File: src/rtl/ctrl_fsm_pkg.sv
// Shared types and encodings for the RV32I multicycle control unit.
// The IMM_SEL encoding here is also consumed by the immediate extender.
package ctrl_pkg;

    typedef enum logic [2:0] {
        ST_FETCH   = 3'd0,
        ST_DECODE  = 3'd1,
        ST_EXECUTE = 3'd2,
        ST_MEM     = 3'd3,
        ST_TRAP    = 3'd4
    } state_t;

    localparam logic [6:0] OPC_OP     = 7'b0110011;
    localparam logic [6:0] OPC_OP_IMM = 7'b0010011;
    localparam logic [6:0] OPC_LUI    = 7'b0110111;
    localparam logic [6:0] OPC_AUIPC  = 7'b0010111;
    localparam logic [6:0] OPC_JAL    = 7'b1101111;
    localparam logic [6:0] OPC_JALR   = 7'b1100111;
    localparam logic [6:0] OPC_BRANCH = 7'b1100011;
    localparam logic [6:0] OPC_LOAD   = 7'b0000011;
    localparam logic [6:0] OPC_STORE  = 7'b0100011;
    localparam logic [6:0] OPC_FENCE  = 7'b0001111;

    localparam logic [2:0] IMM_I = 3'b000;
    localparam logic [2:0] IMM_S = 3'b001;
    localparam logic [2:0] IMM_B = 3'b010;
    localparam logic [2:0] IMM_U = 3'b011;
    localparam logic [2:0] IMM_J = 3'b100;

    localparam logic [1:0] PC_PLUS4  = 2'b00;
    localparam logic [1:0] PC_JALR   = 2'b01;
    localparam logic [1:0] PC_TARGET = 2'b10;
    localparam logic [1:0] PC_TRAP   = 2'b11;

    localparam logic [1:0] RF_ALU = 2'b00;
    localparam logic [1:0] RF_MEM = 2'b01;
    localparam logic [1:0] RF_PC4 = 2'b10;
    localparam logic [1:0] RF_IMM = 2'b11;

    localparam logic [1:0] SRCB_RS2 = 2'b00;
    localparam logic [1:0] SRCB_IMM = 2'b01;

    localparam logic [1:0] SIZE_WORD = 2'b10;

    typedef struct packed {
        logic [2:0] imm_sel;
        logic [3:0] alu_fun;
        logic       alu_srca;
        logic [1:0] alu_srcb;
        logic [1:0] rf_sel;
        logic [1:0] pc_sel;
        logic       rf_wb;
        logic       is_load;
        logic       is_store;
        logic       is_branch;
        logic       illegal;
    } dec_t;

endpackage

File: src/rtl/ctrl_fsm_if.sv
// Control-unit bundle: instruction/ack/branch inputs and every datapath select.
// MEM_RE/MEM_WE act as valid and MEM_ACK as ready; a request stays asserted, unchanged, until the cycle MEM_ACK is high, which completes it.
interface ctrl_fsm_if;
    logic [31:0] IR;
    logic        MEM_ACK;
    logic        BR_TAKEN;
    logic        IR_WE;
    logic        PC_WE;
    logic [1:0]  PC_SEL;
    logic [2:0]  IMM_SEL;
    logic        ALU_SRCA;
    logic [1:0]  ALU_SRCB;
    logic [3:0]  ALU_FUN;
    logic        RF_WE;
    logic [1:0]  RF_SEL;
    logic        MEM_RE;
    logic        MEM_WE;
    logic [1:0]  MEM_SIZE;
    logic        TRAP;
    logic [2:0]  STATE;

    modport master (
        input  IR, MEM_ACK, BR_TAKEN,
        output IR_WE, PC_WE, PC_SEL, IMM_SEL, ALU_SRCA, ALU_SRCB, ALU_FUN,
               RF_WE, RF_SEL, MEM_RE, MEM_WE, MEM_SIZE, TRAP, STATE
    );

    modport slave (
        output IR, MEM_ACK, BR_TAKEN,
        input  IR_WE, PC_WE, PC_SEL, IMM_SEL, ALU_SRCA, ALU_SRCB, ALU_FUN,
               RF_WE, RF_SEL, MEM_RE, MEM_WE, MEM_SIZE, TRAP, STATE
    );
endinterface

File: src/rtl/ctrl_fsm_decode.sv
// Combinational instruction decode: IR -> datapath selects and instruction class.
module ctrl_decode
    import ctrl_pkg::*;
(
    input  logic [31:0] ir,
    output dec_t        dec
);

    logic [6:0] opcode;
    logic [2:0] funct3;
    logic       unused_ir_bits;

    assign opcode         = ir[6:0];
    assign funct3         = ir[14:12];
    assign unused_ir_bits = ^{ir[31], ir[29:15], ir[11:7]};

    always_comb begin
        dec = '0;
        case (opcode)
            OPC_OP: begin
                dec.alu_fun = {ir[30], funct3};
                dec.rf_sel  = RF_ALU;
                dec.rf_wb   = 1'b1;
            end
            OPC_OP_IMM: begin
                // ir[30] belongs to the immediate except for the shift-right pair
                dec.imm_sel  = IMM_I;
                dec.alu_srcb = SRCB_IMM;
                dec.alu_fun  = {(funct3 == 3'b101) ? ir[30] : 1'b0, funct3};
                dec.rf_sel   = RF_ALU;
                dec.rf_wb    = 1'b1;
            end
            OPC_LUI: begin
                dec.imm_sel = IMM_U;
                dec.rf_sel  = RF_IMM;
                dec.rf_wb   = 1'b1;
            end
            OPC_AUIPC: begin
                dec.imm_sel  = IMM_U;
                dec.alu_srca = 1'b1;
                dec.alu_srcb = SRCB_IMM;
                dec.rf_sel   = RF_ALU;
                dec.rf_wb    = 1'b1;
            end
            OPC_JAL: begin
                dec.imm_sel = IMM_J;
                dec.pc_sel  = PC_TARGET;
                dec.rf_sel  = RF_PC4;
                dec.rf_wb   = 1'b1;
            end
            OPC_JALR: begin
                dec.imm_sel = IMM_I;
                dec.pc_sel  = PC_JALR;
                dec.rf_sel  = RF_PC4;
                dec.rf_wb   = 1'b1;
            end
            OPC_BRANCH: begin
                dec.imm_sel   = IMM_B;
                dec.is_branch = 1'b1;
            end
            OPC_LOAD: begin
                dec.imm_sel  = IMM_I;
                dec.alu_srcb = SRCB_IMM;
                dec.rf_sel   = RF_MEM;
                dec.is_load  = 1'b1;
            end
            OPC_STORE: begin
                dec.imm_sel  = IMM_S;
                dec.alu_srcb = SRCB_IMM;
                dec.is_store = 1'b1;
            end
            OPC_FENCE: ;
            default: dec.illegal = 1'b1;
        endcase
    end

endmodule

File: src/rtl/ctrl_fsm.sv
// Multicycle RV32I control FSM: FETCH/DECODE/EXECUTE/MEM(/TRAP) sequencing and strobes.
// Define CTRL_TRAP_EN for illegal-opcode and memory-timeout traps.
module ctrl_fsm
    import ctrl_pkg::*;
#(
    parameter int MEM_TIMEOUT = 15
) (
    input  logic       CLK,
    input  logic       RST,
    ctrl_fsm_if.master bus
);

    state_t state;
    dec_t   dec;
    logic   is_mem;

    ctrl_decode u_decode (
        .ir  (bus.IR),
        .dec (dec)
    );

    assign is_mem = dec.is_load | dec.is_store;

`ifdef CTRL_TRAP_EN
    logic [3:0] wait_cnt;
    logic       timeout;

    // Counter holds the number of ack-less cycles already spent in this FETCH/MEM visit
    assign timeout = (wait_cnt == 4'(MEM_TIMEOUT - 1)) && !bus.MEM_ACK;
`else
    localparam int unused_timeout = MEM_TIMEOUT;
    logic          unused_illegal;
    assign unused_illegal = dec.illegal;
`endif

    always_ff @(posedge CLK) begin
        if (RST) begin
            state <= ST_FETCH;
`ifdef CTRL_TRAP_EN
            wait_cnt <= 4'd0;
`endif
        end else begin
`ifdef CTRL_TRAP_EN
            if ((state == ST_FETCH || state == ST_MEM) && !bus.MEM_ACK)
                wait_cnt <= wait_cnt + 4'd1;
            else
                wait_cnt <= 4'd0;
`endif
            case (state)
                ST_FETCH: begin
                    if (bus.MEM_ACK) state <= ST_DECODE;
`ifdef CTRL_TRAP_EN
                    else if (timeout) state <= ST_TRAP;
`endif
                end
                ST_DECODE: state <= ST_EXECUTE;
                ST_EXECUTE: begin
                    if (is_mem) state <= ST_MEM;
`ifdef CTRL_TRAP_EN
                    else if (dec.illegal) state <= ST_TRAP;
`endif
                    else state <= ST_FETCH;
                end
                ST_MEM: begin
                    if (bus.MEM_ACK) state <= ST_FETCH;
`ifdef CTRL_TRAP_EN
                    else if (timeout) state <= ST_TRAP;
`endif
                end
                default: state <= ST_FETCH;
            endcase
        end
    end

    always_comb begin
        bus.IR_WE    = 1'b0;
        bus.PC_WE    = 1'b0;
        bus.PC_SEL   = PC_PLUS4;
        bus.IMM_SEL  = 3'b000;
        bus.ALU_SRCA = 1'b0;
        bus.ALU_SRCB = 2'b00;
        bus.ALU_FUN  = 4'b0000;
        bus.RF_WE    = 1'b0;
        bus.RF_SEL   = 2'b00;
        bus.MEM_RE   = 1'b0;
        bus.MEM_WE   = 1'b0;
        bus.MEM_SIZE = 2'b00;
        bus.TRAP     = 1'b0;
        bus.STATE    = 3'd0;
        if (!RST) begin
            bus.STATE = state;
            if (state == ST_DECODE || state == ST_EXECUTE || state == ST_MEM) begin
                bus.IMM_SEL  = dec.imm_sel;
                bus.ALU_SRCA = dec.alu_srca;
                bus.ALU_SRCB = dec.alu_srcb;
                bus.ALU_FUN  = dec.alu_fun;
            end
            case (state)
                ST_FETCH: begin
                    bus.MEM_RE   = 1'b1;
                    bus.MEM_SIZE = SIZE_WORD;
                    bus.IR_WE    = bus.MEM_ACK;
                end
                ST_EXECUTE: begin
                    // Loads/stores only form the address here; an illegal opcode without traps is a NOP
`ifdef CTRL_TRAP_EN
                    if (!is_mem && !dec.illegal) begin
`else
                    if (!is_mem) begin
`endif
                        bus.PC_WE  = 1'b1;
                        bus.RF_WE  = dec.rf_wb;
                        bus.RF_SEL = dec.rf_sel;
                        if (dec.is_branch)
                            bus.PC_SEL = bus.BR_TAKEN ? PC_TARGET : PC_PLUS4;
                        else
                            bus.PC_SEL = dec.pc_sel;
                    end
                end
                ST_MEM: begin
                    bus.MEM_RE   = dec.is_load;
                    bus.MEM_WE   = dec.is_store;
                    bus.MEM_SIZE = bus.IR[13:12];
                    if (bus.MEM_ACK) begin
                        bus.PC_WE  = 1'b1;
                        bus.RF_WE  = dec.is_load;
                        bus.RF_SEL = dec.is_load ? RF_MEM : RF_ALU;
                    end
                end
`ifdef CTRL_TRAP_EN
                ST_TRAP: begin
                    bus.TRAP   = 1'b1;
                    bus.PC_WE  = 1'b1;
                    bus.PC_SEL = PC_TRAP;
                end
`endif
                default: ;
            endcase
        end
    end

endmodule

File: src/flat_wrapper.sv
// flat-port wrapper written by rule: the top's interface ports become plain ports
module ctrl_fsm_flat import ctrl_pkg::*;
#(
    parameter int MEM_TIMEOUT = 15
)
  (CLK, RST, bus_IR, bus_MEM_ACK, bus_BR_TAKEN, bus_IR_WE, bus_PC_WE, bus_PC_SEL, bus_IMM_SEL, bus_ALU_SRCA, bus_ALU_SRCB, bus_ALU_FUN, bus_RF_WE, bus_RF_SEL, bus_MEM_RE, bus_MEM_WE, bus_MEM_SIZE, bus_TRAP, bus_STATE);
  ctrl_fsm_if bus_i ();
  input  logic CLK;
  input  logic RST;
  input wire logic [$bits(bus_i.IR)-1:0] bus_IR;
  input wire logic [$bits(bus_i.MEM_ACK)-1:0] bus_MEM_ACK;
  input wire logic [$bits(bus_i.BR_TAKEN)-1:0] bus_BR_TAKEN;
  output wire logic [$bits(bus_i.IR_WE)-1:0] bus_IR_WE;
  output wire logic [$bits(bus_i.PC_WE)-1:0] bus_PC_WE;
  output wire logic [$bits(bus_i.PC_SEL)-1:0] bus_PC_SEL;
  output wire logic [$bits(bus_i.IMM_SEL)-1:0] bus_IMM_SEL;
  output wire logic [$bits(bus_i.ALU_SRCA)-1:0] bus_ALU_SRCA;
  output wire logic [$bits(bus_i.ALU_SRCB)-1:0] bus_ALU_SRCB;
  output wire logic [$bits(bus_i.ALU_FUN)-1:0] bus_ALU_FUN;
  output wire logic [$bits(bus_i.RF_WE)-1:0] bus_RF_WE;
  output wire logic [$bits(bus_i.RF_SEL)-1:0] bus_RF_SEL;
  output wire logic [$bits(bus_i.MEM_RE)-1:0] bus_MEM_RE;
  output wire logic [$bits(bus_i.MEM_WE)-1:0] bus_MEM_WE;
  output wire logic [$bits(bus_i.MEM_SIZE)-1:0] bus_MEM_SIZE;
  output wire logic [$bits(bus_i.TRAP)-1:0] bus_TRAP;
  output wire logic [$bits(bus_i.STATE)-1:0] bus_STATE;
  assign bus_i.IR = bus_IR;
  assign bus_i.MEM_ACK = bus_MEM_ACK;
  assign bus_i.BR_TAKEN = bus_BR_TAKEN;
  assign bus_IR_WE = bus_i.IR_WE;
  assign bus_PC_WE = bus_i.PC_WE;
  assign bus_PC_SEL = bus_i.PC_SEL;
  assign bus_IMM_SEL = bus_i.IMM_SEL;
  assign bus_ALU_SRCA = bus_i.ALU_SRCA;
  assign bus_ALU_SRCB = bus_i.ALU_SRCB;
  assign bus_ALU_FUN = bus_i.ALU_FUN;
  assign bus_RF_WE = bus_i.RF_WE;
  assign bus_RF_SEL = bus_i.RF_SEL;
  assign bus_MEM_RE = bus_i.MEM_RE;
  assign bus_MEM_WE = bus_i.MEM_WE;
  assign bus_MEM_SIZE = bus_i.MEM_SIZE;
  assign bus_TRAP = bus_i.TRAP;
  assign bus_STATE = bus_i.STATE;
  ctrl_fsm #(.MEM_TIMEOUT(MEM_TIMEOUT)) u_core (.CLK(CLK), .RST(RST), .bus(bus_i));
endmodule
File: config.mk
export PLATFORM = sky130hd
export DESIGN_NAME = ctrl_fsm_flat
export DESIGN_NICKNAME = d
export VERILOG_FILES = /design/src/rtl/ctrl_fsm_pkg.sv /design/src/rtl/ctrl_fsm_if.sv /design/src/rtl/ctrl_fsm_decode.sv /design/src/rtl/ctrl_fsm.sv /design/src/flat_wrapper.sv
export SDC_FILE = /design/constraint.sdc
export NUM_CORES = 1
export LEC_CHECK = 0
export ABC_CLOCK_PERIOD_IN_PS = 2200
export CAP_MARGIN = 20
export CORE_AREA = 5 5 49 51
export CTS_BUF_LIST = sky130_fd_sc_hd__clkbuf_4
export DETAILED_ROUTE_END_ITERATION = 10
export DIE_AREA = 0 0 54 56
export PLACE_DENSITY = 0.91
export REMOVE_ABC_BUFFERS = 1
export SYNTH_ARGS = -nofsm -noshare
export SYNTH_HDL_FRONTEND = slang
export SYNTH_SLANG_ARGS = --single-unit
File: constraint.sdc
create_clock -name CLK -period 2.2 [get_ports CLK]
set_input_delay 0.22 -clock CLK [delete_from_list [all_inputs] [get_ports CLK]]
set_output_delay 0.22 -clock CLK [all_outputs]
set_load 0.02 [all_outputs]
# Word-level counts from Yosys, hierarchy flattened
# Index checks and enable logic that the tools add are counted.
[word_totals]
ff_bits = 3
inputBits = 36
output_inout_bits = 25
wordCells = 75
[classes]
eq_ne = 15
muxes = 50
bitwise_logic = 1
reduce_logical = 8
[op_table]
columns = ["operator", "count"]
rows = [
  ["one-hot mux 3 bit (4 select lines)", 2],
  ["two-way mux 1 bit", 22],
  ["two-way mux 2 bit", 11],
  ["equality test 7 x 6 -> 1 bit (second input constant)", 3],
  ["equality test 7 bit (second input constant)", 3],
  ["two-way mux 3 bit", 5],
  ["equality test 7 x 5 -> 1 bit (second input constant)", 2],
  ["one-hot mux 2 bit (2 select lines)", 3],
  ["two-way mux 4 bit", 2],
  ["one-hot mux 4 bit (2 select lines)", 1],
  ["equality test 7 x 2 -> 1 bit (second input constant)", 1],
  ["equality test 3 x 2 -> 1 bit (second input constant)", 2],
  ["one-hot mux 1 bit (2 select lines)", 3],
  ["one-hot mux 2 bit (3 select lines)", 1],
  ["OR reduction 6 bit", 1],
  ["inequality test 2 bit (second input constant)", 2],
  ["OR reduction 2 bit", 2],
  ["OR reduction 4 bit", 1],
  ["equality test 3 x 1 -> 1 bit (second input constant)", 1],
  ["equality test 3 bit (second input constant)", 1],
  ["zero test 3 bit", 1],
  ["logical OR 1 bit", 2],
  ["AND reduction 2 bit", 1],
  ["bitwise OR 1 bit", 1],
]

# Depth between registers and ports, before layout
[logic_depth]
word_depth = 6
depth_mapped = 5

# Modules after synthesis
# A second synthesis with hierarchy kept.
[hier_totals]
hier_cells = 106
hier_area_um2 = 737.0
[by_module_without_submodules]
columns = ["module", "instances", "cells_each", "area_per_inst_um2", "seq_area_each_um2"]
rows = [
  ["ctrl_fsm", 1, 60, 437.9, 40.0],
  ["ctrl_decode", 1, 46, 299.0, 0.0],
]

# Worst setup path before layout
# No wires, ideal clock.
[synth_timing]
path_type = "register to output"
startpoint = "register u_core.state[0]"
endpoint = "output bus_RF_SEL[0]"
t_arrival_ps = 1486
path_slack_ps = 494
path_stages_with_launch = 6
n_path_buf = 0
path_cell_list = "dfxtp_1 > inv_1 > ha_1 > nor2b_1 > nand4_1 > a21boi_0"
[synth_between]
elab_chain_cells = 3
word_cells_on_any_way = 4
classes_between = "eq/ne (2); mux (2)"
[synth_rtl]
columns = ["element", "line", "rtl"]
rows = [
  ["from (decl)", "ctrl_fsm.sv:13", "state_t state;"],
  ["from (signal assigned)", "ctrl_fsm.sv:38", "state <= ST_FETCH;"],
  ["from (signal assigned)", "ctrl_fsm.sv:51", "if (bus.MEM_ACK) state <= ST_DECODE;"],
  ["from (signal assigned)", "ctrl_fsm.sv:56", "ST_DECODE: state <= ST_EXECUTE;"],
  ["equality test 3 x 2 -> 1 bit", "ctrl_fsm.sv:98", "case (state)"],
  ["one-hot mux 2 bit (2 select lines) (*)", "ctrl_fsm.sv:98", ""],
  ["two-way mux 2 bit (*)", "ctrl_fsm.sv:90", "if (!RST) begin"],
  ["to (decl)", "flat_wrapper.sv:21", "output wire logic [$bits(bus_i.RF_SEL)-1:0] bus_RF_SEL;"],
]
# Every way passes the cells marked *; elsewhere a longest branch is shown, timed or not.

# Worst setup path in the final report
[layout_timing]
startpoint = "input bus_IR[1]"
endpoint = "output bus_MEM_WE"
[layout_between]
elab_chain_cells = 4
[layout_rtl]
columns = ["element", "line", "rtl"]
rows = [
  ["from (decl)", "flat_wrapper.sv:10", "input wire logic [$bits(bus_i.IR)-1:0] bus_IR;"],
  ["equality test 7 x 6 -> 1 bit", "ctrl_fsm_decode.sv:19", "case (opcode)"],
  ["two-way mux 1 bit", "ctrl_fsm_decode.sv:19", ""],
  ["two-way mux 1 bit", "ctrl_fsm.sv:98", ""],
  ["two-way mux 1 bit", "ctrl_fsm.sv:90", ""],
  ["to (decl)", "flat_wrapper.sv:23", "output wire logic [$bits(bus_i.MEM_WE)-1:0] bus_MEM_WE;"],
]
# Every way passes these cells.

==> results.sh <==
export IMPL_dr_pass1_iters=4
export IMPL_largest_register="u_core.state"
export IMPL_synth_cells=85
export IMPL_nFillCells=174
export IMPL_groute_usage_overall_pct=14.73
export IMPL_sw_frac_of_total_pct=38.75
export IMPL_period_needed_ns=2.081
export IMPL_synth_avg_cell_area_um2=6.536
export IMPL_fin_skew_ns=0.001531
export IMPL_power_switching_w=0.0001235
export IMPL_post_cts_buffers=0
export IMPL_endpoint_kind="output port"
export IMPL_crit_path_top_delay_cell="clkdlybuf4s50_1"
export IMPL_post_route_util_pct=55.72
export IMPL_postLayoutCellArea_mm2=0.001060
export IMPL_power_density_mw_per_mm2=300.8
export IMPL_overflow=0
export IMPL_pwr_share_comb_pct=60.2
export IMPL_root_buffer="clkbuf_4"
export IMPL_largest_reg_flops=2
export IMPL_grt_pass1_vias=848
export IMPL_grt_max_degree=11
export IMPL_vias_per_cell=4.927
export IMPL_routedWlPerCell_um=13.04
export IMPL_area_growth_pct=90.77
export IMPL_ys_ff_latch=2
export IMPL_p_int_w=0.0001953
export IMPL_yosysWarnings=0
export IMPL_gp_congestion=0.8808
export IMPL_dpl_cell_area_mm2=0.001051
export IMPL_synth_area_um2=555.5
export IMPL_dieArea_mm2=0.003024
export IMPL_critPathKind="primary input to output port"
export IMPL_die_width_um=54
export IMPL_final_common_cell="buf_4"
export IMPL_clock_sinks=2
export IMPL_io_buffers=36
export IMPL_dp_final_hpwl_mm=1.770
export IMPL_finalPower_w=0.0003188
export IMPL_remaining_drc_errors=0
export IMPL_dp_cells=161
export IMPL_drt_iter0_drc=15
export IMPL_fmax_mhz=480.6
export IMPL_cts_buffer_depth=2
export IMPL_cp_arrival_ns=1.86
export IMPL_ant_nets=0
export IMPL_ff_latch_area_um2=40.04
export IMPL_drv_cap=0
export IMPL_start_kind="primary input"
export IMPL_vdd_drop_max_uv=195.1
export IMPL_status="completed"
export IMPL_leakagePower_nw=0.5543
export IMPL_num_vias=808
export IMPL_coreArea_mm2=0.001902
export IMPL_hold_path_class="flop to flop"
export IMPL_pwr_share_clk_pct=25.2
export IMPL_share_seq_of_total_power_pct=14.6
export IMPL_crit_fanout=9
export IMPL_crit_buf_inv=3
export IMPL_clk_latency_ns=0.22
export IMPL_fin_crit_sh_pct=94.58
export IMPL_antenna_found_initial=0
export IMPL_grt_pass1_wl_mm=3.546
export IMPL_final_hold_viol_count=0
export IMPL_start_util_pct=29.21
export IMPL_cts_hold_buf=0
export IMPL_io_pins=61
export IMPL_die_h_um=56
export IMPL_path_cells="clkdlybuf4s50_1, nor4bb_1, buf_4, and2_2, and3_1, clkdlybuf4s15_1"
export IMPL_row_count=16
export IMPL_final_cells=164
export IMPL_cts_tree="yes"
export IMPL_fin_nets=178
export IMPL_multiInputGateArea_um2=459.2
export IMPL_top_regs="u_core.state (2)"
export IMPL_report_final_slew_viol_count=0
export IMPL_critPathRequiredTime_ns=1.98
export IMPL_cp_top_family="buffers and inverters"
export IMPL_fin_tns_setup_ns=0
export IMPL_clkTransAtPathRegs_ns=0.03
export IMPL_numCtsBuffers=3
export IMPL_wl_mm=2.138
export IMPL_antenna_cells=0
export IMPL_drive_above_1_share_pct=19.71
export IMPL_rsz0062_at_grt="no"
export IMPL_post_cts_resized=17
export IMPL_max_stage_delay_ns=0.50
export IMPL_mostFrequentLayoutCells="buf_4, clkdlybuf4s50_1, dlygate4sd2_1"
export IMPL_setup_viol=0
export IMPL_yosysUniqueCellTypes=36
export IMPL_seq_area_frac_synth_pct=7.207
export IMPL_cts_max_level=1
[tightest hold or removal path: cells and delay by family, from the launching register on]
| family | cells | cell delay (ns) |
|---|---|---|
| flip-flops | 1 | 0.32 |
| AO/OA/AOI/OAI | 1 | 0.10 |
| AND/OR/NAND/NOR | 1 | 0.08 |
[logic make-up after synthesis]
kind of cell | after synthesis | synth area share, %
and+or+nand+nor | 52 | 53.16
AOI/OAI and AO/OA | 15 | 20.72
buffers and inverters | 12 | 11.48
adders and majority gates | 3 | 6.757
DFF | 2 | 7.207
other | 1 | 0.6750
[through the flow]
| stage | setup slack (ns) | hold WS (ns) |
|---|---|---|
| after floorplan | 0.2708 | 0.2879 |
| after CTS | 0.06728 | 0.5524 |
| after global routing | 0.005166 | 0.5866 |
| after detailed placement | -0.1762 | 0.5494 |
| after global placement | -0.1445 | 0.5308 |
| final | 0.1192 | 0.5562 |
[final timing paths]
kind | slack (ns) | endpoint | start | depth (start not counted)
setup / recovery | 0.12 | bus_MEM_WE | bus_IR[1] | 6
hold / removal | 0.56 | u_core.state[1]$_SDFFE_PP0P_ | u_core.state[0]$_SDFFE_PP0P_ | 2
hold reg to reg | 0.56 | u_core.state[1]$_SDFFE_PP0P_ | u_core.state[0]$_SDFFE_PP0P_ | 2
setup reg to reg | 0.69 | u_core.state[1]$_SDFFE_PP0P_ | u_core.state[0]$_SDFFE_PP0P_ | 6
[per-layer routing]
metal,global-route usage (%),wire (um)
met5,0,0
met3,2.681,192
met2,26.82,1098
met1,16.08,832
met4,5.338,14
[power groups by stage]
stage	Combinational (W)	Sequential (W)	Clock (W)
CTS	0.000192	0.0000462	0.0000869
finish	0.000192	0.0000467	0.0000802
global route	0.000208	0.0000471	0.0000913
global placement	0.000190	0.0000463	0
detailed placement	0.000195	0.0000466	0
floorplan	0.0000880	0.0000455	0
[area by class of cell]
| class | instances | share of cell area, % |
|---|---|---|
| Clock buffer | 3 | 2.125 |
| Inverter | 4 | 1.417 |
| Multi-Input combinational cell | 73 | 43.33 |
| Sequential cell | 2 | 3.778 |
| Tap cell | 27 | 3.188 |
| Timing Repair Buffer | 55 | 46.16 |
[Yosys cell counts (all sizes together)]
cell / instances / share of area (%)
a2111oi: 1 / 2.7
a211o: 1 / 1.6
a21boi: 1 / 1.4
a21oi: 3 / 2.7
a311oi: 1 / 2.7
a31oi: 1 / 1.1
a41oi: 1 / 1.6
and2: 2 / 2.9
and3: 4 / 4.5
and3b: 2 / 3.2
and4: 1 / 1.6
and4b: 1 / 1.8
buf: 7 / 8.1
clkbuf: 1 / 0.68
conb: 1 / 0.68
dfxtp: 2 / 7.2
ha: 3 / 6.8
inv: 4 / 2.7
nand2: 10 / 6.8
nand2b: 3 / 3.4
nand3: 4 / 3.6
nand4: 3 / 3.4
nand4b: 1 / 1.6
nor2: 10 / 7.2
nor2b: 4 / 4.5
nor3: 3 / 2.7
nor3b: 1 / 1.4
nor4: 1 / 1.1
nor4bb: 2 / 3.6
o2111ai: 1 / 1.6
o21a: 1 / 1.4
o21ai: 3 / 2.7
o21bai: 1 / 1.4
(Power assumes the default switching activity.)
